$ cat src/rtl/risc_pkg.sv
// Shared definitions for the RISC execute datapath: function encodings,
// default widths and the shift-stage occupancy encoding.
package risc_pkg;

   localparam int WIDTH_DEF = 32;
   localparam int TAGW_DEF  = 5;
   localparam int SHAMT_W   = 5;

   typedef enum logic [1:0] {
      FUNC_SLL  = 2'b00,
      FUNC_SRL  = 2'b01,
      FUNC_PASS = 2'b10,
      FUNC_RSVD = 2'b11
   } func_t;

   // Bit 1 is S1 (operand) valid, bit 0 is S2 (result) valid.
   typedef enum logic [1:0] {
      OCC_EMPTY  = 2'b00,
      OCC_S2ONLY = 2'b01,
      OCC_S1ONLY = 2'b10,
      OCC_FULL   = 2'b11
   } occ_t;

endpackage

$ cat src/rtl/shift_decode.sv
// Maps the held function and shift amount onto the Shifter direction controls
// and flags shift amounts that fall outside the datapath width.
module shift_decode
   import risc_pkg::*;
#(
   parameter int WIDTH = WIDTH_DEF
) (
   input  logic                     vld,
   input  logic [1:0]               func,
   input  logic [WIDTH-1:SHAMT_W]   d2_hi,
   output logic                     sli,
   output logic                     sri,
   output logic                     ovf
);

   logic big;

   assign big = |d2_hi;

   // PASS and the reserved code leave the Shifter transparent and never overflow.
   always_comb begin
      sli = 1'b0;
      sri = 1'b0;
      ovf = 1'b0;
      if (vld) begin
         case (func)
            FUNC_SLL: begin
               sli = 1'b1;
               ovf = big;
            end
            FUNC_SRL: begin
               sri = 1'b1;
               ovf = big;
            end
            default: ;
         endcase
      end
   end

endmodule

$ cat src/rtl/shift_stage.sv
// Two-entry shift execute stage: latches operands, drives the shared external
// Shifter, captures its result and hands it to writeback over valid/ready.
module shift_stage
   import risc_pkg::*;
#(
   parameter int WIDTH = WIDTH_DEF,
   parameter int TAGW  = TAGW_DEF
) (
   input  logic             CLK,
   input  logic             RST,
   input  logic             InValid,
   output logic             InReady,
   input  logic [1:0]       Func,
   input  logic [WIDTH-1:0] InD1,
   input  logic [WIDTH-1:0] InD2,
   input  logic [TAGW-1:0]  InRd,
   output logic [WIDTH-1:0] ShD1,
   output logic [WIDTH-1:0] ShD2,
   output logic             ShSLI,
   output logic             ShSRI,
   input  logic [WIDTH-1:0] ShDOut,
   output logic             OutValid,
   input  logic             OutReady,
   output logic [WIDTH-1:0] OutData,
   output logic [TAGW-1:0]  OutRd,
   output logic             OutZero,
   output logic             OutOvf
);

   occ_t             occ;
   logic             vld_p1, vld_p2;
   logic             s2_free, accept, move, drain;
   logic             nxt_v1, nxt_v2;
   logic [1:0]       func_p1;
   logic [WIDTH-1:0] d1_p1, d2_p1;
   logic [TAGW-1:0]  rd_p1;
   logic             sli, sri, ovf;
   logic [WIDTH-1:0] res;
   logic [WIDTH-1:0] data_p2;
   logic [TAGW-1:0]  rd_p2;
   logic             zero_p2, ovf_p2;

   // An out-of-range shift amount forces the result to zero.
   function automatic logic [WIDTH-1:0] sat_ovf(input logic o, input logic [WIDTH-1:0] x);
      return o ? '0 : x;
   endfunction

   assign vld_p1  = occ[1];
   assign vld_p2  = occ[0];
   assign s2_free = !vld_p2 || OutReady;
   assign InReady = !vld_p1 || s2_free;
   assign accept  = InValid && InReady;
   assign move    = vld_p1 && s2_free;
   assign drain   = vld_p2 && OutReady;
   assign nxt_v1  = accept || (vld_p1 && !move);
   assign nxt_v2  = move || (vld_p2 && !drain);

   always_ff @(posedge CLK or posedge RST) begin
      if (RST) occ <= OCC_EMPTY;
      else     occ <= occ_t'({nxt_v1, nxt_v2});
   end

   // ---- p1: operand register feeding the Shifter ----
   always_ff @(posedge CLK or posedge RST) begin
      if (RST) begin
         func_p1 <= FUNC_PASS;
         d1_p1   <= '0;
         d2_p1   <= '0;
         rd_p1   <= '0;
      end else if (accept) begin
         func_p1 <= Func;
         d1_p1   <= InD1;
         d2_p1   <= InD2;
         rd_p1   <= InRd;
      end
   end

   shift_decode #(.WIDTH(WIDTH)) u_decode (
      .vld   (vld_p1),
      .func  (func_p1),
      .d2_hi (d2_p1[WIDTH-1:SHAMT_W]),
      .sli   (sli),
      .sri   (sri),
      .ovf   (ovf)
   );

   assign ShD1  = d1_p1;
   assign ShD2  = d2_p1;
   assign ShSLI = sli;
   assign ShSRI = sri;
   assign res   = sat_ovf(ovf, ShDOut);

   // ---- p2: result register presented to writeback ----
   always_ff @(posedge CLK or posedge RST) begin
      if (RST) begin
         data_p2 <= '0;
         rd_p2   <= '0;
         zero_p2 <= 1'b1;
         ovf_p2  <= 1'b0;
      end else if (move) begin
         data_p2 <= res;
         rd_p2   <= rd_p1;
         zero_p2 <= (res == '0);
         ovf_p2  <= ovf;
      end
   end

   assign OutValid = vld_p2;
   assign OutData  = data_p2;
   assign OutRd    = rd_p2;
   assign OutZero  = zero_p2;
   assign OutOvf   = ovf_p2;

endmodule
$ cat config.mk
export PLATFORM = sky130hd
export DESIGN_NAME = shift_stage
export DESIGN_NICKNAME = d
export VERILOG_FILES = /design/src/rtl/risc_pkg.sv /design/src/rtl/shift_decode.sv /design/src/rtl/shift_stage.sv
export SDC_FILE = /design/constraint.sdc
export NUM_CORES = 1
export LEC_CHECK = 0
export CELL_PAD_IN_SITES_DETAIL_PLACEMENT = 2
export CELL_PAD_IN_SITES_GLOBAL_PLACEMENT = 2
export CORE_MARGIN = 2
export CORE_UTILIZATION = 23
export DETAILED_ROUTE_END_ITERATION = 6
export PLACE_DENSITY = 0.75
export SYNTH_ARGS = -nofsm -noshare
export SYNTH_HDL_FRONTEND = slang
export SYNTH_SLANG_ARGS = --single-unit
export TNS_END_PERCENT = 1
$ cat constraint.sdc
create_clock -name CLK -period 3.1 [get_ports CLK]
set_clock_uncertainty 0.05 [all_clocks]
set_input_delay 0.31 -clock CLK [delete_from_list [all_inputs] [get_ports CLK]]
set_output_delay 0.31 -clock CLK [all_outputs]
set_load 0.05 [all_outputs]
==> flow_summary.json, run 1 <==
{
  "fin_tns_setup_ns": 0,
  "grt_pass1_vias": 4087,
  "final_antenna_net_count": 0,
  "p_leak_nw": 2.945,
  "layout-drive-gt1-share": 0.2270,
  "holdCritPathClass": "input pin to async pin",
  "synth_seq_area_share": 0.6231,
  "cap_violations": 0,
  "setup.worst_path.start": "occ[1]",
  "p_sw_mw": 1.850,
  "fp.dieW_microns": 143.9,
  "cts_hold_buffers": 0,
  "setup_viol": 0,
  "synth_seq_cells": 112,
  "whs_ns": 0.4200,
  "cts_buffer_depth": 2,
  "rsz0062_at_grt": "no",
  "dieArea_sq_um": 20710,
  "post_cts_buffers": 0,
  "h-tree-depth": 3,
  "finalMaxSlewViolations": 0,
  "dp_hpwl_microns": 11150,
  "syn_avg_cell_area_sq_um": 13.01,
  "synth.distinct_cells": 24,
  "clock.fmax_ghz": 0.4124,
  "synth_edf_count": 0,
  "tightest_slew_ns": 0.9063,
  "io_buffers": 213,
  "finalCritPeriodShare": 0.7822,
  "swShare": 0.3780,
  "p_int_mw": 3.044,
  "fp.dieH_microns": 143.9,
  "max_slew_margin": 0.3958,
  "hold_viol_final": 0,
  "ir_drop_mv": 0.2348,
  "dominantRegCellSynth": "dfrtp_1",
  "yosysWarnings": 0,
  "antennaDiodeCount": 0,
  "synthArstFlopShare": 1.000,
  "place_congestion": 0.7331,
  "cp-end-kind": "output port",
  "p_per_area_nw_per_um2": 674.6,
  "clock_sinks": 112,
  "pwr-share-seq": 0.377,
  "wl_per_cell_microns": 17.57,
  "cp_max_fo": 5,
  "syn_inst": 346,
  "grt_start_max_net_pins": 46,
  "track_usage": 0.1441,
  "layout_min_cycle_time_ns": 2.425,
  "status": "completed",
  "rows": 51,
  "viasPerCell": 4.273,
  "grt_pass1_wl_microns": 22860,
  "nets": 666,
  "clk_pin_slew_worst_paths_ns": 0.07,
  "startpoint_type": "flop",
  "worstPathArrival_ns": 2.06,
  "clock-root-buffer": "clkbuf_16",
  "clock_insertion_delay_worst_skew_ns": 0.35,
  "coreArea_sq_um": 19330,
  "start_util": 0.2328,
  "worstSetupPathType": "flop to output port",
  "drt_iter0_drc": 82,
  "r2r_start": "ShD2[5]",
  "drt_pass1_iterations": 4,
  "syn_area_sq_um": 4502,
  "pwr-share-comb": 0.376,
  "drt-total-wl_microns": 14570,
  "cts_resized": 0,
  "routed-via-count": 3542,
  "io_pins": 214,
  "p_clk_frac": 0.247,
  "route.detailed.drc": 0,
  "overflow": 0,
  "p_total_mw": 4.894,
  "synth_nets": 453,
  "area.growth.synth_to_final_pct": 61.17,
  "cts_tree": "built",
  "numCtsBuffers": 9,
  "critical_path_required_ns": 2.74,
  "antenna_found_initial": 0
}
through the flow:
| stage | cell area, sq um | setup WS [ns] | util | cells |
|---|---|---|---|---|
| floorplan | 4506 | 0.8184 | - | 346 |
| global placement | 6949 | 0.9102 | 0.3594 | 813 |
| detailed placement | 6949 | 0.8032 | 0.3594 | 813 |
| CTS | 7256 | 0.6268 | 0.3753 | 829 |
| global route | 7256 | 0.5486 | 0.3753 | 829 |
| finish | 7256 | 0.6753 | 0.3753 | 829 |
power by group through the flow:
stage / Clock, mW / Sequential [mW] / Combinational (mW)
2_1_floorplan: 0 / 2.61 / 0.379
3_3_place_gp: 0 / 1.86 / 1.83
3_5_place_dp: 0 / 1.88 / 1.86
4_1_cts: 1.26 / 1.85 / 1.87
5_1_grt: 1.32 / 1.88 / 1.94
6_report: 1.21 / 1.84 / 1.84
cells by family (layout without fill, tap and decap cells):
kind of cell | Yosys count | count (layout) | synth area share
AOI/OAI and AO/OA | 35 | 35 | 0.06226
buffers and inverters | 19 | 237 | 0.02696
DFF | 112 | 112 | 0.6231
muxes | 72 | 72 | 0.1801
and+or+nand+nor | 108 | 108 | 0.1076
worst max-delay path, stage by stage (launching register included):
cell and delay [ns]:
dfrtp_1 0.44, nor2b_1 0.26, nor2b_1 0.16, clkdlybuf4s50_1 0.85
cell usage after synthesis, types with 2 or more instances:
cell type | instances | area [sq um]
buf_4 | 7 | 52.55
buf_6 | 3 | 33.78
clkbuf_1 | 7 | 26.28
dfrtp_1 | 110 | 2753
dfstp_2 | 2 | 52.55
mux2_2 | 72 | 810.8
nand2_1 | 81 | 304.0
nand2b_1 | 3 | 18.77
nand4_1 | 3 | 18.77
nor2b_1 | 2 | 12.51
nor4_1 | 12 | 75.07
nor4_2 | 2 | 25.02
o21ai_0 | 4 | 20.02
o21ai_1 | 3 | 15.01
o21ai_2 | 26 | 227.7
placed cells by master, fill, tap and decap left out:
cell	n
nand3_1	1
dfstp_2	2
nand2b_1	3
inv_6	1
nand4_1	3
o21ai_1	3
nand3b_1	1
nor3_1	1
clkbuf_16	9
buf_12	3
clkdlybuf4s50_1	213
clkinv_2	3
buf_4	4
clkinvlp_4	1
o21ai_2	26
nand2_4	1
clkbuf_8	2
o21ai_0	4
and2_1	2
nor4_1	12
nor4_2	2
mux2_2	72
o21a_2	1
dfrtp_1	110
nand2_1	80
o22a_1	1
bufinv_16	1
nor2b_1	2
final timing paths:
path	cells past startpoint	slack (ns)	endpoint
max	3	0.68	ShSLI
min	2	0.42	OutData[12]
max reg2reg	5	1.02	OutData[22]
min reg2reg	2	0.43	OutRd[4]
max in group asynchronous	3	1.83	func_p1[1]
min in group CLK	2	0.43	OutRd[4]
flip-flops by register name (all words and copies together), names as in the netlist:
signal	count
OutData	32
OutOvf	1
OutRd	5
OutZero	1
ShD1	32
ShD2	32
func_p1	2
occ	2
rd_p1	5
routing by layer:
layer / vias up / wire length (microns) / GRT usage / part of all wire
li1: 1621 / - / - / -
met2: 128 / 7381 / 0.2504 / 0.51
met3: 11 / 1194 / 0.04632 / 0.082
met4: 0 / 184 / 0.04644 / 0.013
met5: - / 0 / 0 / 0
met1: 1782 / 5806 / 0.1683 / 0.40
final cells by class:
class	instances	area, sq um
Clock inverter	5	53.80
Multi-Input combinational cell	215	1583
Inverter	1	7.507
Tap cell	265	331.6
Clock buffer	11	252.7
Fill cell	2027	12080
Timing Repair Buffer	220	2222
Sequential cell	112	2805
Note: power is estimated with default switching activity, not from simulation.
==> inputs of run 2 (changes only) <==
==> constraint.sdc (replaced) <==
create_clock -name CLK -period 2 [get_ports CLK]
set_clock_uncertainty 0.05 [all_clocks]
set_input_delay 0.2 -clock CLK [delete_from_list [all_inputs] [get_ports CLK]]
set_output_delay 0.2 -clock CLK [all_outputs]
set_load 0.05 [all_outputs]
==> run 2 against run 1 <==
Sequential power is 55% higher. Sequential share of layout area decreased by 0.26 points. Routed wire length hardly changed. Worst hold slack worse by 0.072 ns. Final cell count grew 0.24%. Critical endpoint is now ShD2[14]. Largest cell class unchanged. Highest routed layer unchanged.
==> flow_summary.json, run 2 (synthesized netlist as in run 1, its figures left out) <==
{
  "grt_pass1_vias": 4010,
  "pwr-share-seq": 0.381,
  "rsz0062_at_grt": "no",
  "swShare": 0.3788,
  "seq_area_sq_um": 2805,
  "pwr-share-comb": 0.386,
  "p_sw_mw": 2.838,
  "n_fill_cell": 2024,
  "top_usage_layer": "met2",
  "area.growth.synth_to_final_pct": 62.28,
  "grt_pass1_wl_microns": 22650,
  "drt_iter0_drc": 62,
  "tightest_slew_ns": 0.6356,
  "wl_per_cell_microns": 17.54,
  "cts_buffer_depth": 2,
  "route.detailed.drc": 0,
  "critical_path_required_ns": 1.75,
  "slowest_delay_ns": 0.84,
  "reg2reg_setup_slack_ns": 0.30,
  "worst_path_max_delay_cell": "clkdlybuf4s50_1",
  "fp.dieW_microns": 143.9,
  "reg2reg_to": "OutData[17]",
  "viasPerCell": 4.245,
  "finalMaxSlewViolations": 0,
  "drt-total-wl_microns": 14570,
  "mostFrequentLayoutCell": "clkdlybuf4s50_1",
  "post_cts_buffers": 0,
  "cts_resized": 0,
  "p_clk_frac": 0.232,
  "dieArea_sq_um": 20710,
  "coreArea_sq_um": 19330,
  "setup_viol": 0,
  "antenna_found_initial": 0,
  "io_pins": 214,
  "grt_start_max_net_pins": 113,
  "hold_viol_final": 0,
  "layout_min_cycle_time_ns": 1.853,
  "cp_top_family": "buffers and inverters",
  "status": "completed",
  "start_util": 0.2328,
  "worstSetupPathType": "flop to output port",
  "fin_util": 0.3779,
  "place_congestion": 0.7294,
  "p_int_mw": 4.654,
  "worstPathArrival_ns": 1.60,
  "cp_max_fo": 3,
  "whs_ns": 0.3482,
  "cts_tree": "built",
  "finalCritPeriodShare": 0.9263,
  "clock_sinks": 112,
  "nets": 669,
  "cp-end-kind": "output port",
  "r2r_cells": 5,
  "antennaDiodeCount": 0,
  "clk_pin_slew_worst_paths_ns": 0.07,
  "max_slew_margin": 0.5763,
  "critPathBufInv": 1,
  "fp.dieH_microns": 143.9,
  "ir_drop_mv": 0.3777,
  "drt_pass1_iterations": 4,
  "overflow": 0,
  "cts_hold_buffers": 0,
  "holdCritPathClass": "input pin to async pin",
  "layout-drive-gt1-share": 0.2367,
  "h-tree-depth": 3,
  "numCtsBuffers": 9,
  "grt_use_met1": 0.1772,
  "final_antenna_net_count": 0,
  "r2r_start": "ShD2[5]",
  "startpoint_type": "flop",
  "p_leak_nw": 2.970,
  "rows": 51,
  "routed-via-count": 3528,
  "p_per_area_nw_per_um2": 1026,
  "grt_use_met2": 0.2434,
  "clock_insertion_delay_worst_skew_ns": 0.35,
  "clock-root-buffer": "clkbuf_16",
  "worstPathCellList": "clkdlybuf4s50_1",
  "gr-usage-met3": 0.03665,
  "clock.fmax_ghz": 0.5398,
  "track_usage": 0.1434,
  "cap_violations": 0,
  "final_cell_mix": "208 x clkdlybuf4s50_1, 110 x dfrtp_1, 80 x nand2_1, 72 x mux2_2, 26 x o21ai_2",
  "io_buffers": 213,
  "dp_hpwl_microns": 10990,
  "multi_input_area_sq_um": 1583
}
## run 2: cell count changes in the layout (fill, tap and decap cells not counted)
cell             previous run  this run
buf_12                      3         8
clkdlybuf4s50_1           213       208
buf_4                       4         7
clkinv_2                    3         1
bufinv_16                   1         0
clkbuf_1                    0         1
clkbuf_8                    2         3
clkinv_4                    0         1
inv_6                       1         0
## run 2: area by class of cell
type	count	area share
inverters	1	0.001028
clock buffers	13	0.03699
well taps	265	0.04538
flip-flops and latches	112	0.3840
multi-input cells	215	0.2166
clock inverters	2	0.001884
repair buffers	223	0.3141
## run 2: metrics by stage
stage	setup TNS, ns	worst slack [ns]	instances	cell area (sq um)	total power [mW]
floorplan	-19.76	-0.2816	346	4506	4.636
global placement	0	0.1734	816	7022	5.753
detailed placement	0	0.09985	816	7022	5.839
CTS	0	0.1327	831	7306	7.656
global route	0	0.08189	831	7306	7.881
finish	0	0.1475	831	7306	7.493
## run 2: worst max path at each step
stage	to	cells after the start	start	slack [ns]
2_1_floorplan	ShD1[0]	4	occ[0]	-0.28
3_3_place_gp	ShD1[20]	5	OutReady	0.17
3_5_place_dp	ShD2[16]	5	OutReady	0.1
4_1_cts	ShD2[8]	1	ShD2[8]	0.13
5_1_grt	ShD2[14]	1	ShD2[14]	0.08
6_report	ShD2[14]	1	ShD2[14]	0.15
## run 2: metal layers
| layer | wire length, microns | share of wire | up-vias |
|---|---|---|---|
| met5 | 0 | 0 | - |
| met4 | 220 | 0.015 | 0 |
| met3 | 1016 | 0.070 | 14 |
| met2 | 7399 | 0.51 | 132 |
| met1 | 5937 | 0.41 | 1764 |
| li1 | - | - | 1618 |
## run 2: power by group through the flow
| stage | Combinational (mW) | Clock, mW | Sequential [mW] |
|---|---|---|---|
| floorplan | 0.587 | 0 | 4.05 |
| global placement | 2.87 | 0 | 2.88 |
| detailed placement | 2.93 | 0 | 2.91 |
| CTS | 2.94 | 1.85 | 2.87 |
| global route | 3.03 | 1.93 | 2.92 |
| finish | 2.89 | 1.74 | 2.86 |
